===== src/rtl/frame_sequencer_pkg.sv =====
// Shared encodings and default widths for the frame animation sequencer.
package frame_sequencer_pkg;

    localparam int FRAME_BITS_DEF  = 2;
    localparam int DWELL_WIDTH_DEF = 8;

    typedef enum logic [1:0] {
        MODE_OFF      = 2'd0,
        MODE_ONESHOT  = 2'd1,
        MODE_LOOP     = 2'd2,
        MODE_PINGPONG = 2'd3
    } mode_e;

    typedef enum logic {
        ST_IDLE = 1'b0,
        ST_RUN  = 1'b1
    } state_e;

endpackage


===== src/rtl/frame_sequencer_dwell_timer.sv =====
// Counts scan wraps against a live dwell limit; o_expire strobes on the wrap
// that ends the current frame's dwell.
module dwell_timer
    import frame_sequencer_pkg::*;
#(
    parameter int DWELL_WIDTH = DWELL_WIDTH_DEF
) (
    input  logic                   i_clk,
    input  logic                   i_rst_n,
    input  logic                   i_clear,
    input  logic                   i_enable,
    input  logic                   i_scan_wrap,
    input  logic [DWELL_WIDTH-1:0] i_dwell,
    output logic                   o_expire
);

    logic [DWELL_WIDTH-1:0] r_cnt;
    logic                   w_tick;

    assign w_tick = i_enable & i_scan_wrap & ~i_clear;
    // >= rather than == so a dwell lowered below the count expires on the next wrap
    assign o_expire = w_tick && (r_cnt >= i_dwell);

    always_ff @(posedge i_clk) begin
        if (!i_rst_n) begin
            r_cnt <= '0;
        end else if (i_clear) begin
            r_cnt <= '0;
        end else if (w_tick) begin
            if (o_expire) begin
                r_cnt <= '0;
            end else begin
                r_cnt <= r_cnt + 1'b1;
            end
        end
    end

endmodule


===== src/rtl/frame_sequencer.sv =====
// Animates the charlieplex frame buffer: steps frame_index/mirror on scan
// boundaries in one-shot, loop or ping-pong order.
//   state   | meaning
//   ST_IDLE | static frame selection, waiting for start
//   ST_RUN  | sequencing frames on dwell expiry
module frame_sequencer
    import frame_sequencer_pkg::*;
#(
    parameter int FRAME_BITS  = FRAME_BITS_DEF,
    parameter int DWELL_WIDTH = DWELL_WIDTH_DEF
) (
    input  logic                   i_clk,
    input  logic                   i_rst_n,
    input  logic                   i_scan_wrap,
    input  logic                   i_enable,
    input  logic                   i_start,
    input  logic                   i_stop,
    input  logic [1:0]             i_cfg_mode,
    input  logic [FRAME_BITS-1:0]  i_cfg_first_frame,
    input  logic [FRAME_BITS-1:0]  i_cfg_last_frame,
    input  logic [DWELL_WIDTH-1:0] i_cfg_dwell,
    input  logic                   i_cfg_mirror,
    input  logic                   i_cfg_mirror_toggle,
    output logic [FRAME_BITS-1:0]  o_frame_index,
    output logic                   o_is_mirror,
    output logic                   o_busy,
    output logic                   o_frame_advance,
    output logic                   o_done
);

    state_e                r_state;
    logic [FRAME_BITS-1:0] r_frame;
    logic                  r_mirror_phase;
    logic                  r_dir_down;
    logic                  r_busy;
    logic                  r_frame_advance;
    logic                  r_done;

    mode_e                 w_mode;
    logic                  w_expire;
    logic                  w_timer_clear;
    logic                  w_single;
    logic [FRAME_BITS-1:0] w_frame_inc;
    logic [FRAME_BITS-1:0] w_frame_dec;

    assign w_mode      = mode_e'(i_cfg_mode);
    assign w_single    = (i_cfg_first_frame == i_cfg_last_frame);
    assign w_frame_inc = r_frame + 1'b1;
    assign w_frame_dec = r_frame - 1'b1;

    // Any start/stop/mode-off discards a coincident scan wrap and restarts the dwell
    assign w_timer_clear = (r_state != ST_RUN) | i_start | i_stop | (w_mode == MODE_OFF);

    dwell_timer #(
        .DWELL_WIDTH (DWELL_WIDTH)
    ) u_dwell_timer (
        .i_clk       (i_clk),
        .i_rst_n     (i_rst_n),
        .i_clear     (w_timer_clear),
        .i_enable    (i_enable),
        .i_scan_wrap (i_scan_wrap),
        .i_dwell     (i_cfg_dwell),
        .o_expire    (w_expire)
    );

    always_ff @(posedge i_clk) begin
        if (!i_rst_n) begin
            r_state         <= ST_IDLE;
            r_frame         <= '0;
            r_mirror_phase  <= 1'b0;
            r_dir_down      <= 1'b0;
            r_busy          <= 1'b0;
            r_frame_advance <= 1'b0;
            r_done          <= 1'b0;
        end else begin
            r_frame_advance <= 1'b0;
            r_done          <= 1'b0;
            unique case (r_state)
                ST_IDLE: begin
                    if (i_start && !i_stop && (w_mode != MODE_OFF)) begin
                        r_state        <= ST_RUN;
                        r_frame        <= i_cfg_first_frame;
                        r_dir_down     <= 1'b0;
                        r_mirror_phase <= 1'b0;
                        r_busy         <= 1'b1;
                    end else if (w_mode == MODE_OFF) begin
                        r_frame <= i_cfg_first_frame;
                    end
                end
                ST_RUN: begin
                    if (i_stop || (w_mode == MODE_OFF)) begin
                        r_state <= ST_IDLE;
                        r_busy  <= 1'b0;
                    end else if (i_start) begin
                        r_frame        <= i_cfg_first_frame;
                        r_dir_down     <= 1'b0;
                        r_mirror_phase <= 1'b0;
                    end else if (w_expire) begin
                        case (w_mode)
                            MODE_ONESHOT: begin
                                if (r_frame != i_cfg_last_frame) begin
                                    r_frame         <= w_frame_inc;
                                    r_frame_advance <= 1'b1;
                                end else begin
                                    r_state <= ST_IDLE;
                                    r_busy  <= 1'b0;
                                    r_done  <= 1'b1;
                                end
                            end
                            MODE_LOOP: begin
                                if (w_single) begin
                                    r_mirror_phase <= r_mirror_phase ^ i_cfg_mirror_toggle;
                                end else if (r_frame != i_cfg_last_frame) begin
                                    r_frame         <= w_frame_inc;
                                    r_frame_advance <= 1'b1;
                                end else begin
                                    r_frame         <= i_cfg_first_frame;
                                    r_frame_advance <= 1'b1;
                                    r_mirror_phase  <= r_mirror_phase ^ i_cfg_mirror_toggle;
                                end
                            end
                            MODE_PINGPONG: begin
                                if (w_single) begin
                                    r_mirror_phase <= r_mirror_phase ^ i_cfg_mirror_toggle;
                                end else if (!r_dir_down) begin
                                    r_frame_advance <= 1'b1;
                                    if (r_frame != i_cfg_last_frame) begin
                                        r_frame <= w_frame_inc;
                                    end else begin
                                        r_dir_down <= 1'b1;
                                        r_frame    <= w_frame_dec;
                                    end
                                end else begin
                                    r_frame_advance <= 1'b1;
                                    if (r_frame != i_cfg_first_frame) begin
                                        r_frame <= w_frame_dec;
                                    end else begin
                                        r_dir_down     <= 1'b0;
                                        r_frame        <= w_frame_inc;
                                        r_mirror_phase <= r_mirror_phase ^ i_cfg_mirror_toggle;
                                    end
                                end
                            end
                            default: ;
                        endcase
                    end
                end
                default: r_state <= ST_IDLE;
            endcase
        end
    end

    assign o_frame_index   = r_frame;
    assign o_is_mirror     = i_cfg_mirror ^ r_mirror_phase;
    assign o_busy          = r_busy;
    assign o_frame_advance = r_frame_advance;
    assign o_done          = r_done;

endmodule


===== config.mk =====
export PLATFORM = sky130hd
export DESIGN_NAME = frame_sequencer
export DESIGN_NICKNAME = d
export VERILOG_FILES = /design/src/rtl/frame_sequencer_pkg.sv /design/src/rtl/frame_sequencer_dwell_timer.sv /design/src/rtl/frame_sequencer.sv
export SDC_FILE = /design/constraint.sdc
export NUM_CORES = 1
export LEC_CHECK = 0
export BUFFER_PORTS_ARGS = -buffer_cell sky130_fd_sc_hd__buf_4
export CORE_ASPECT_RATIO = 1.2
export CORE_UTILIZATION = 49
export CTS_CLUSTER_SIZE = 10
export DETAILED_ROUTE_END_ITERATION = 8
export GPL_TIMING_DRIVEN = 0
export PLACE_DENSITY = 0.76
export SLEW_MARGIN = 10
export SYNTH_ARGS = -nofsm -noshare
export SYNTH_HDL_FRONTEND = slang
export SYNTH_SLANG_ARGS = --single-unit
export TNS_END_PERCENT = 1

===== constraint.sdc =====
create_clock -name i_clk -period 2.15 [get_ports i_clk]
set_clock_uncertainty 0.05 [all_clocks]
set_input_delay 0.43 -clock i_clk [delete_from_list [all_inputs] [get_ports i_clk]]
set_output_delay 0.43 -clock i_clk [all_outputs]
set_load 0.05 [all_outputs]

==> summary.txt, run 1 <==
Outcome
  • Run status: finished clean

Yosys
  • Number of flops mapped to enable cells by yosys: 0
  • Mean Syn Cell Area: 8.450 um2
  • Yosys warning count: 0
  • Post-synthesis sequential element count: 16
  • Sequential-to-total area share from yosys stat: 24.62%
  • Syn_nets: 185
  • Most used flip-flop cell after synthesis: sky130_fd_sc_hd__dfxtp_1
  • Cell variety after synth: 49
  • Instance count of the mapped netlist: 154
  • Cell area after technology mapping: 1301 um2
  • Async SR Flop Fraction: 0%

Floorplan
  • Height of the die: 58.45 um
  • Effective utilization at floorplan: 51.49%
  • Die footprint: 2866 um2
  • Number of standard-cell rows in the floorplan: 20
  • Core ar.: 2527 um2
  • Die width: 49.04 um
  • Number of top-level pins: 28

Cells and area
  • Post-layout instance area: 1683 um2
  • Fraction of layout cells with a size suffix above 1: 33.87%
  • Synthesis-to-finish area growth: 29.33%
  • Filler cell count in the final layout: 236
  • Number of diodes added for antenna fixing: 0
  • Final net count: 218

Placed design
  • Final estimated routing congestion in global placement: 0.8527
  • Total half-perimeter wirelength after legalization and detailed placement: 2460 um
  • Worst setup timing slack at the placement stage: -194.6 ps
  • Placement Cell Area: 1538 um2
  • Count of buffers from port buffering: 26

Drt
  • Detailed Routing Iterations Pass 1: 4
  • DRC violation total after the first TritonRoute iteration: 30
  • Routed wirelength normalized by instance count: 14.93 um
  • DR DRC count: 0
  • Total number of vias: 1,248
  • Post-detailed-routing wire length: 3269 um
  • Via/cell ratio: 5.699
  • Remaining number of nets flagged by the antenna check after routing: 0

Worst setup path
  • Kind of start point of the critical path: flip-flop
  • Cell mode on critical path: sky130_fd_sc_hd__nand2b_4
  • Worst setup path start: u_dwell_timer.r_cnt[0]
  • Critical path endpoint: u_dwell_timer.r_cnt[0]
  • Cells on worst reg2reg path: 9
  • Worst Setup End Kind: flip-flop
  • Cell with the largest stage delay on the worst path: sky130_fd_sc_hd__o311ai_4
  • Register-to-register setup slack: 50 ps
  • Worst reg2reg endpoint: u_dwell_timer.r_cnt[0]
  • Required arrival time at the worst endpoint: 2350 ps
  • Cell-by-cell trace of the critical path: inv_2 -> ha_4 -> nand2b_4 -> a2111oi_4 -> nor2_2 -> o311ai_4 -> nand2b_4 -> buf_12 -> nor2_4
  • Crit path buffers/inverters: 2
  • Kind of critical path: reg2reg
  • Arrival time at the worst endpoint: 2300 ps
  • Maximum net fanout on the critical path: 8
  • Critical path depth in cells: 9
  • Critical path's largest stage delay: 420 ps
  • Startpoint of the most critical register-to-register path: u_dwell_timer.r_cnt[0]
  • Family with the most delay on the worst path: compound AO/OA/AOI/OAI gates

Power
  • Clk pwr share: 29.1%
  • Register share of total power: 42.7%
  • Part of the power in combinational logic: 28.2%
  • Peak supply drop: 355.4 uV
  • Power density over the cells: 433.0 nW/um2
  • Cell-internal power: 0.4980 mW
  • Net switching component of the power: 0.2306 mW
  • Switching share of power: 31.65%
  • Leakage power total: 0.7051 nW

Clock tree
  • Clock-pin transition on the worst setup and hold timing paths: 100 ps
  • Clock net sink count: 16
  • Clk root buf: sky130_fd_sc_hd__clkbuf_4
  • Inserted Clock Buffers: 3
  • Maximum buffer depth of the clock tree: 2
  • Source-to-sink clock delay at the later pin of the worst-skew pair: 310 ps
  • H-tree Lvls: 1
  • TritonCTS clock tree: built

Timing
  • Tightest Pin Transition: 399.7 ps
  • RSZ-0062 raised after global routing: true
  • Final-report max-slew violation count: 0
  • Final hold violation count: 0
  • Post-layout worst setup margin: 45.48 ps
  • Final-report setup violation count: 0
  • Highest Clock Rate: 475.2 MHz
  • Final cycle utilization of the critical path: 97.88%
  • Period minus WS final: 2105 ps
  • Normalized max-slew margin: 73.29%

Global route
  • Initial antenna violation count: 0
  • Vias in the first global route: 1,180
  • Global-route usage over all layers: 23.29%
  • Aggregate global routing overflow: 0
  • Largest net degree at the start of global routing: 11
  • Wire length of the first global-routing pass: 5043 um

Hold path
  • Hold WC Path Type: in2reg
  • Hold path depth: 3

Job
  • Number of max-capacitance violations reported: 0
[area by class of cell]
cell class	count	area [um2]	share of cell area [%]
Buffer	6	52.55	3.123
Clock buffer	4	36.28	2.156
Inverter	15	56.30	3.346
Multi-Input combinational cell	117	964.7	57.32
Sequential cell	16	321.6	19.11
Tap cell	33	41.29	2.454
Timing Repair Buffer	28	210.2	12.49
[cells in the final DEF, fill, tap and decap left out, types with 2 or more instances in the layout]
| cell type | count |
|---|---|
| sky130_fd_sc_hd__nand3_1 | 4 |
| sky130_fd_sc_hd__nand4b_1 | 2 |
| sky130_fd_sc_hd__nor2_4 | 8 |
| sky130_fd_sc_hd__xnor2_1 | 6 |
| sky130_fd_sc_hd__o21a_1 | 3 |
| sky130_fd_sc_hd__ha_1 | 8 |
| sky130_fd_sc_hd__nand4_1 | 5 |
| sky130_fd_sc_hd__o211ai_1 | 3 |
| sky130_fd_sc_hd__inv_1 | 14 |
| sky130_fd_sc_hd__dfxtp_1 | 15 |
| sky130_fd_sc_hd__xnor2_2 | 2 |
| sky130_fd_sc_hd__a21o_1 | 2 |
| sky130_fd_sc_hd__nand2_1 | 16 |
| sky130_fd_sc_hd__a311oi_1 | 2 |
| sky130_fd_sc_hd__a21oi_1 | 4 |
| sky130_fd_sc_hd__clkbuf_4 | 3 |
| sky130_fd_sc_hd__xor2_1 | 7 |
| sky130_fd_sc_hd__nor3_1 | 5 |
| sky130_fd_sc_hd__o21ai_1 | 2 |
| sky130_fd_sc_hd__nor2_1 | 9 |
| sky130_fd_sc_hd__buf_4 | 29 |
| sky130_fd_sc_hd__nand2b_4 | 2 |
| sky130_fd_sc_hd__a31oi_1 | 2 |
[logic make-up (layout without fill, tap and decap cells)]
kind of cell	Yosys count	in the layout	share of synthesized area, %
mux	1	1	0.7693
flops	16	16	24.62
xor+xnor	15	15	11.25
fa+ha+maj	9	9	8.654
simple gates	59	59	23.08
compound gates	33	33	23.94
buf+inv	21	53	7.691
[cells in the mapped netlist, types with 2 or more instances]
library cell,count,area (um2)
sky130_fd_sc_hd__nand3_1,4,20.02
sky130_fd_sc_hd__dfxtp_1,16,320.3
sky130_fd_sc_hd__ha_1,9,112.6
sky130_fd_sc_hd__nor2_1,17,63.81
sky130_fd_sc_hd__o21a_1,3,22.52
sky130_fd_sc_hd__nand4b_1,2,17.52
sky130_fd_sc_hd__xnor2_2,2,32.53
sky130_fd_sc_hd__buf_6,2,22.52
sky130_fd_sc_hd__o211ai_1,3,22.52
sky130_fd_sc_hd__a21oi_1,4,20.02
sky130_fd_sc_hd__a31oi_1,2,12.51
sky130_fd_sc_hd__inv_1,15,56.30
sky130_fd_sc_hd__a311oi_1,2,17.52
sky130_fd_sc_hd__xor2_1,7,61.31
sky130_fd_sc_hd__nor3_1,5,25.02
sky130_fd_sc_hd__nand4_1,5,31.28
sky130_fd_sc_hd__o21ai_0,3,15.01
sky130_fd_sc_hd__nand2_1,16,60.06
sky130_fd_sc_hd__a21o_1,2,15.01
sky130_fd_sc_hd__xnor2_1,6,52.55
[how the worst min path moves through the flow]
stage               slack (ps)                endpoint              startpoint
global route               360                 r_state                 i_rst_n
detailed placement         460                  o_busy                  o_busy
CTS                        330                 r_state                 i_rst_n
global placement           450  u_dwell_timer.r_cnt[7]  u_dwell_timer.r_cnt[7]
floorplan                  430              r_dir_down              r_dir_down
finish                     330                 r_state                 i_rst_n
[timing repair]
action / in CTS / in global routing
resized for setup: 1 / 24
setup endpoints to repair: 11 / 13
cloned: 0 / 0
pin swaps: 1 / 12
hold buffers: 0 / 0
buffers inserted: 1 / 1
[worst min-delay path, delay by kind of cell]
kind | cells | cell delay (ps)
AOI/OAI and AO/OA | 1 | 30
buffers and inverters | 1 | 140
and+or+nand+nor | 1 | 60
[sequential cells by signal, indices dropped and copies added, names as in the netlist]
| signal | cells |
|---|---|
| r_mirror_phase | 1 |
| o_frame_advance | 1 |
| o_busy | 1 |
| r_state | 1 |
| u_dwell_timer.r_cnt | 8 |
| o_done | 1 |
| o_frame_index | 2 |
| r_dir_down | 1 |
[stage by stage]
stage | hold slack [ps] | util (%) | cells | setup TNS [ps] | power (mW)
floorplan | 428.0 | - | 154 | 0 | 0.4473
global placement | 454.2 | 60.84 | 213 | -1393 | 0.5088
detailed placement | 464.9 | 60.84 | 213 | -2087 | 0.5164
CTS | 327.9 | 62.62 | 218 | 0 | 0.7237
global route | 358.2 | 66.58 | 219 | -215.7 | 0.7570
finish | 330.7 | 66.58 | 219 | 0 | 0.7287
[routing by layer]
layer,part of all wire [%],up-vias,track usage [%]
li1,-,607,-
met1,36,581,21.96
met2,57,51,47.02
met3,4.1,9,4.134
met4,3.0,0,13.03
met5,0,-,0
[power by group through the flow]
stage               combinational [mW]  sequential, mW  clock, mW
floorplan                        0.112           0.335          0
global placement                 0.192           0.317          0
detailed placement               0.199           0.318          0
CTS                              0.200           0.311      0.213
global route                     0.222           0.312      0.223
finish                           0.206           0.311      0.212
No activity file was read; power rests on OpenSTA's default activity.
==> inputs of run 2 (changes only) <==
CORE_UTILIZATION = 48   (was 49)
PLACE_DENSITY = 0.75   (was 0.76)
SYNTH_HIERARCHICAL = 1   (was default)
==> run 2 against run 1 <==
Effect of this change:
- the run now ends with negative setup slack left
- fmax shrank 7.6%
- global-route usage shrank 2.2 points
- routed wire length shrank 17%
- combinational power shrank 9%
- non-clock buffer count shrank 2
- cell count shrank 2.3%
- setup slack lost 170 ps
- highest routed layer unchanged
==> summary.txt, run 2 <==
Drt
  • DR DRC count: 0 (unchanged)
  • DRC violation total after the first TritonRoute iteration: 27 (-10%)
  • Via/cell ratio: 5.509 (-3.3%)
  • Detailed Routing Iterations Pass 1: 4 (unchanged)
  • Total number of vias: 1,179 (-5.5%)
  • Routed wirelength normalized by instance count: 12.67 um (-15%)
  • Remaining number of nets flagged by the antenna check after routing: 0 (unchanged)
  • Post-detailed-routing wire length: 2712 um (-17%)

Global route
  • Wire length of the first global-routing pass: 4540 um (-10%)
  • Largest net degree at the start of global routing: 12 (+1)
  • Aggregate global routing overflow: 0 (unchanged)
  • Vias in the first global route: 1,093 (-7.4%)
  • Global-route usage over all layers: 21.06% (-2.2 points)
  • Initial antenna violation count: 0 (unchanged)

Timing
  • Final hold violation count: 0 (unchanged)
  • Period minus WS final: 2278 ps (+173.6 ps)
  • Final-report max-slew violation count: 0 (unchanged)
  • Post-Route Hold Slack: 373.8 ps (+43.16 ps)
  • Post-layout worst setup margin: -128.1 ps (-173.6 ps)
  • RSZ-0062 raised after global routing: true
  • Final cycle utilization of the critical path: 106.0% (+8.1 points)
  • Final-report setup violation count: 3 (+3)
  • Tightest Pin Transition: 493.1 ps (+93.39 ps)
  • Normalized max-slew margin: 66.83% (-6.5 points)
  • Highest Clock Rate: 439.0 MHz (-7.6%)

Power
  • Part of the power in combinational logic: 26.5% (-1.7 points)
  • Net switching component of the power: 0.2144 mW (-7.0%)
  • Register share of total power: 44.4% (+1.7 points)
  • PnR Total Power: 0.7067 mW (-3.0%)
  • Leakage power total: 0.6972 nW (-1.1%)
  • Power density over the cells: 430.2 nW/um2 (-0.65%)
  • Peak supply drop: 393.6 uV (+11%)
  • Switching share of power: 30.34% (-1.3 points)
  • Clk pwr share: 29.1% (about the same)
  • Cell-internal power: 0.4923 mW (-1.2%)

Worst setup path
  • Crit path buffers/inverters: 1 (-1)
  • Worst Setup End Kind: flip-flop
  • Family with the most delay on the worst path: compound AO/OA/AOI/OAI gates
  • Arrival time at the worst endpoint: 2430 ps (+130 ps)
  • Kind of start point of the critical path: flip-flop
  • Kind of critical path: reg2reg
  • Startpoint of the most critical register-to-register path: u_dwell_timer/r_cnt[0]
  • Critical path's largest stage delay: 410 ps (about the same)
  • Worst setup path start: u_dwell_timer/r_cnt[0]
  • Cell with the largest stage delay on the worst path: sky130_fd_sc_hd__a2111o_1
  • Maximum net fanout on the critical path: 5 (-3)
  • Cell-by-cell trace of the critical path: inv_2 -> ha_4 -> nand2b_4 -> a2111o_1 -> a21oi_4 -> nor2_4 -> a21oi_2 -> o32ai_2 -> o31ai_4 -> o21ba_4 -> o221a_1
  • Required arrival time at the worst endpoint: 2300 ps (-50 ps)

Placed design
  • Count of buffers from port buffering: 27 (+3.8%)
  • Total half-perimeter wirelength after legalization and detailed placement: 2052 um (-17%)
  • Worst setup timing slack at the placement stage: -454.8 ps (-260.2 ps)
  • Inst Count DP: 208 (-2.3%)
  • Final estimated routing congestion in global placement: 0.9257 (+8.6%)

Yosys
  • Sequential-to-total area share from yosys stat: 25.91% (+1.3 points)
  • Instance count of the mapped netlist: 150 (-2.6%)
  • Cell area after technology mapping: 1236 um2 (-5.0%)
  • Cell variety after synth: 46 (-6.1%)
  • Most used flip-flop cell after synthesis: sky130_fd_sc_hd__dfxtp_1
  • Area share of the largest cell type after synthesis: 25.91% (+1.3 points)
  • Post-synthesis sequential element count: 16 (unchanged)
  • Async SR Flop Fraction: 0% (unchanged)
  • Leading cell types by total area after synthesis: sky130_fd_sc_hd__dfxtp_1 (26%), sky130_fd_sc_hd__ha_1 (9.1%), sky130_fd_sc_hd__xnor2_1 (5.0%), sky130_fd_sc_hd__nor2_1 (4.9%), sky130_fd_sc_hd__a21oi_1 (3.6%)
  • Mean Syn Cell Area: 8.241 um2 (-2.5%)
  • Yosys warning count: 6 (+6)
  • Leading post-synthesis cells by instance count: sky130_fd_sc_hd__dfxtp_1 (16), sky130_fd_sc_hd__nor2_1 (16), sky130_fd_sc_hd__inv_1 (12), sky130_fd_sc_hd__nand2_1 (10)
  • Number of flops mapped to enable cells by yosys: 0 (unchanged)
  • Syn_nets: 181 (-2.2%)
  • Most area-hungry cell type in the Yosys netlist: sky130_fd_sc_hd__dfxtp_1

Cells and area
  • Synthesis-to-finish area growth: 32.90%
  • Number of diodes added for antenna fixing: 0 (unchanged)
  • Fraction of layout cells with a size suffix above 1: 34.43% (+0.56 points)
  • Non-filler cells in the finished layout: 214 (-2.3%)
  • Final net count: 215 (-1.4%)
  • Commonest cells after routing, fill and taps aside: sky130_fd_sc_hd__buf_4 (32), sky130_fd_sc_hd__nor2_1 (15), sky130_fd_sc_hd__dfxtp_1 (13)
  • Flip-flop count of the largest register after layout: 8 (unchanged)
  • Most flop-heavy register: u_dwell_timer/r_cnt
  • Filler cell count in the final layout: 193 (-18%)
  • Most common cell after layout, fill and taps aside: sky130_fd_sc_hd__buf_4

Floorplan
  • Die footprint: 2783 um2 (-2.9%)
  • Number of top-level pins: 28 (unchanged)
  • Effective utilization at floorplan: 52.53% (+1.0 points)
  • Core ar.: 2354 um2 (-6.9%)
  • Height of the die: 57.59 um (-1.5%)
  • Number of standard-cell rows in the floorplan: 19 (-5.0%)
  • Die width: 48.33 um (-1.5%)

Clock tree
  • Clock-pin transition on the worst setup and hold timing paths: 90 ps (about the same)
  • Clk root buf: sky130_fd_sc_hd__clkbuf_4
  • Inserted Clock Buffers: 3 (unchanged)
  • H-tree Lvls: 1 (unchanged)
  • Maximum buffer depth of the clock tree: 2 (unchanged)
  • Clock net sink count: 16 (unchanged)
  • Source-to-sink clock delay at the later pin of the worst-skew pair: 300 ps (about the same)
  • TritonCTS clock tree: built
  • Hold Buf Count CTS: 0 (unchanged)

Outcome
  • Violated checks: negative setup slack
  • Run status: finished, violations left

Job
  • Number of max-capacitance violations reported: 0 (unchanged)

Hold path
  • HP Start: i_rst_n
  • Hold WC Path Type: in2reg
run 2: cell types whose count changed after synthesis, moves of 3 or more:
cell / change
sky130_fd_sc_hd__nand2_1: -6
sky130_fd_sc_hd__a21oi_1: +5
sky130_fd_sc_hd__nand3_1: +5
sky130_fd_sc_hd__nand4_1: -3
sky130_fd_sc_hd__o211ai_1: -3
sky130_fd_sc_hd__nor3_1: -4
sky130_fd_sc_hd__inv_1: -3
sky130_fd_sc_hd__o21ai_0: +4
run 2: cell families (layout without fill, tap and decap cells):
kind of cell | Yosys count | count (layout) | share of synthesized area [%]
AND/OR/NAND/NOR | 56 | 56 | 23.99
AO/OA/AOI/OAI | 40 | 40 | 24.70
flip-flops | 16 | 16 | 25.91
buffers and inverters | 15 | 48 | 5.161
XOR/XNOR | 14 | 14 | 11.13
adder cells (fa/ha/maj) | 9 | 9 | 9.109
run 2: repair_timing:
item | 4_1_cts | 5_1_grt
pin swaps | 9 | 5
resized for setup | 6 | 7
cloned | 0 | 0
endpoints found under the hold margin | 0 | 0
endpoints found under the setup margin | 5 | 5
setup buffers | 3 | 0
run 2: cell type report:
| class | instances | area, um2 | share of cell area [%] |
|---|---|---|---|
| timing repair buffer | 30 | 225.2 | 13.71 |
| buffer | 2 | 15.01 | 0.9139 |
| sequential | 16 | 324.1 | 19.73 |
| inverter | 12 | 45.04 | 2.742 |
| tap | 31 | 38.79 | 2.361 |
| clock buffer | 4 | 36.28 | 2.209 |
| multi-input combinational | 119 | 958.4 | 58.34 |
run 2: worst paths after layout:
path                                                to  depth (start not counted)  slack [ps]
worst min-delay path                            o_busy                          2         370
worst max register to register        o_frame_index[0]                         11        -130
worst max-delay path                  o_frame_index[0]                         11        -130
worst min register to register  u_dwell_timer/r_cnt[1]                          2         440
run 2: metal layers:
| layer | up-vias | track usage (%) | share of wire (%) |
|---|---|---|---|
| met5 | - | 0 | 0 |
| met4 | 0 | 11.76 | 3.0 |
| met3 | 9 | 2.667 | 3.9 |
| met2 | 30 | 39.24 | 52 |
| met1 | 544 | 23.01 | 41 |
| li1 | 596 | - | - |
run 2: power by group through the flow:
stage | Sequential [mW] | Clock (mW) | Combinational [mW]
after floorplan | 0.331 | 0 | 0.0990
after global routing | 0.315 | 0.224 | 0.202
final | 0.314 | 0.206 | 0.188
after global placement | 0.317 | 0 | 0.172
after CTS | 0.313 | 0.209 | 0.182
after detailed placement | 0.317 | 0 | 0.177
run 2: stage by stage:
stage / area (um2) / TNS [ps] / util, %
final: 1643 / -282.4 / 69.80
after global routing: 1643 / -685.2 / 69.80
after CTS: 1607 / -439.6 / 68.26
after detailed placement: 1518 / -1825 / 64.49
after global placement: 1518 / -1581 / 64.49
after floorplan: 1276 / -354.7 / -
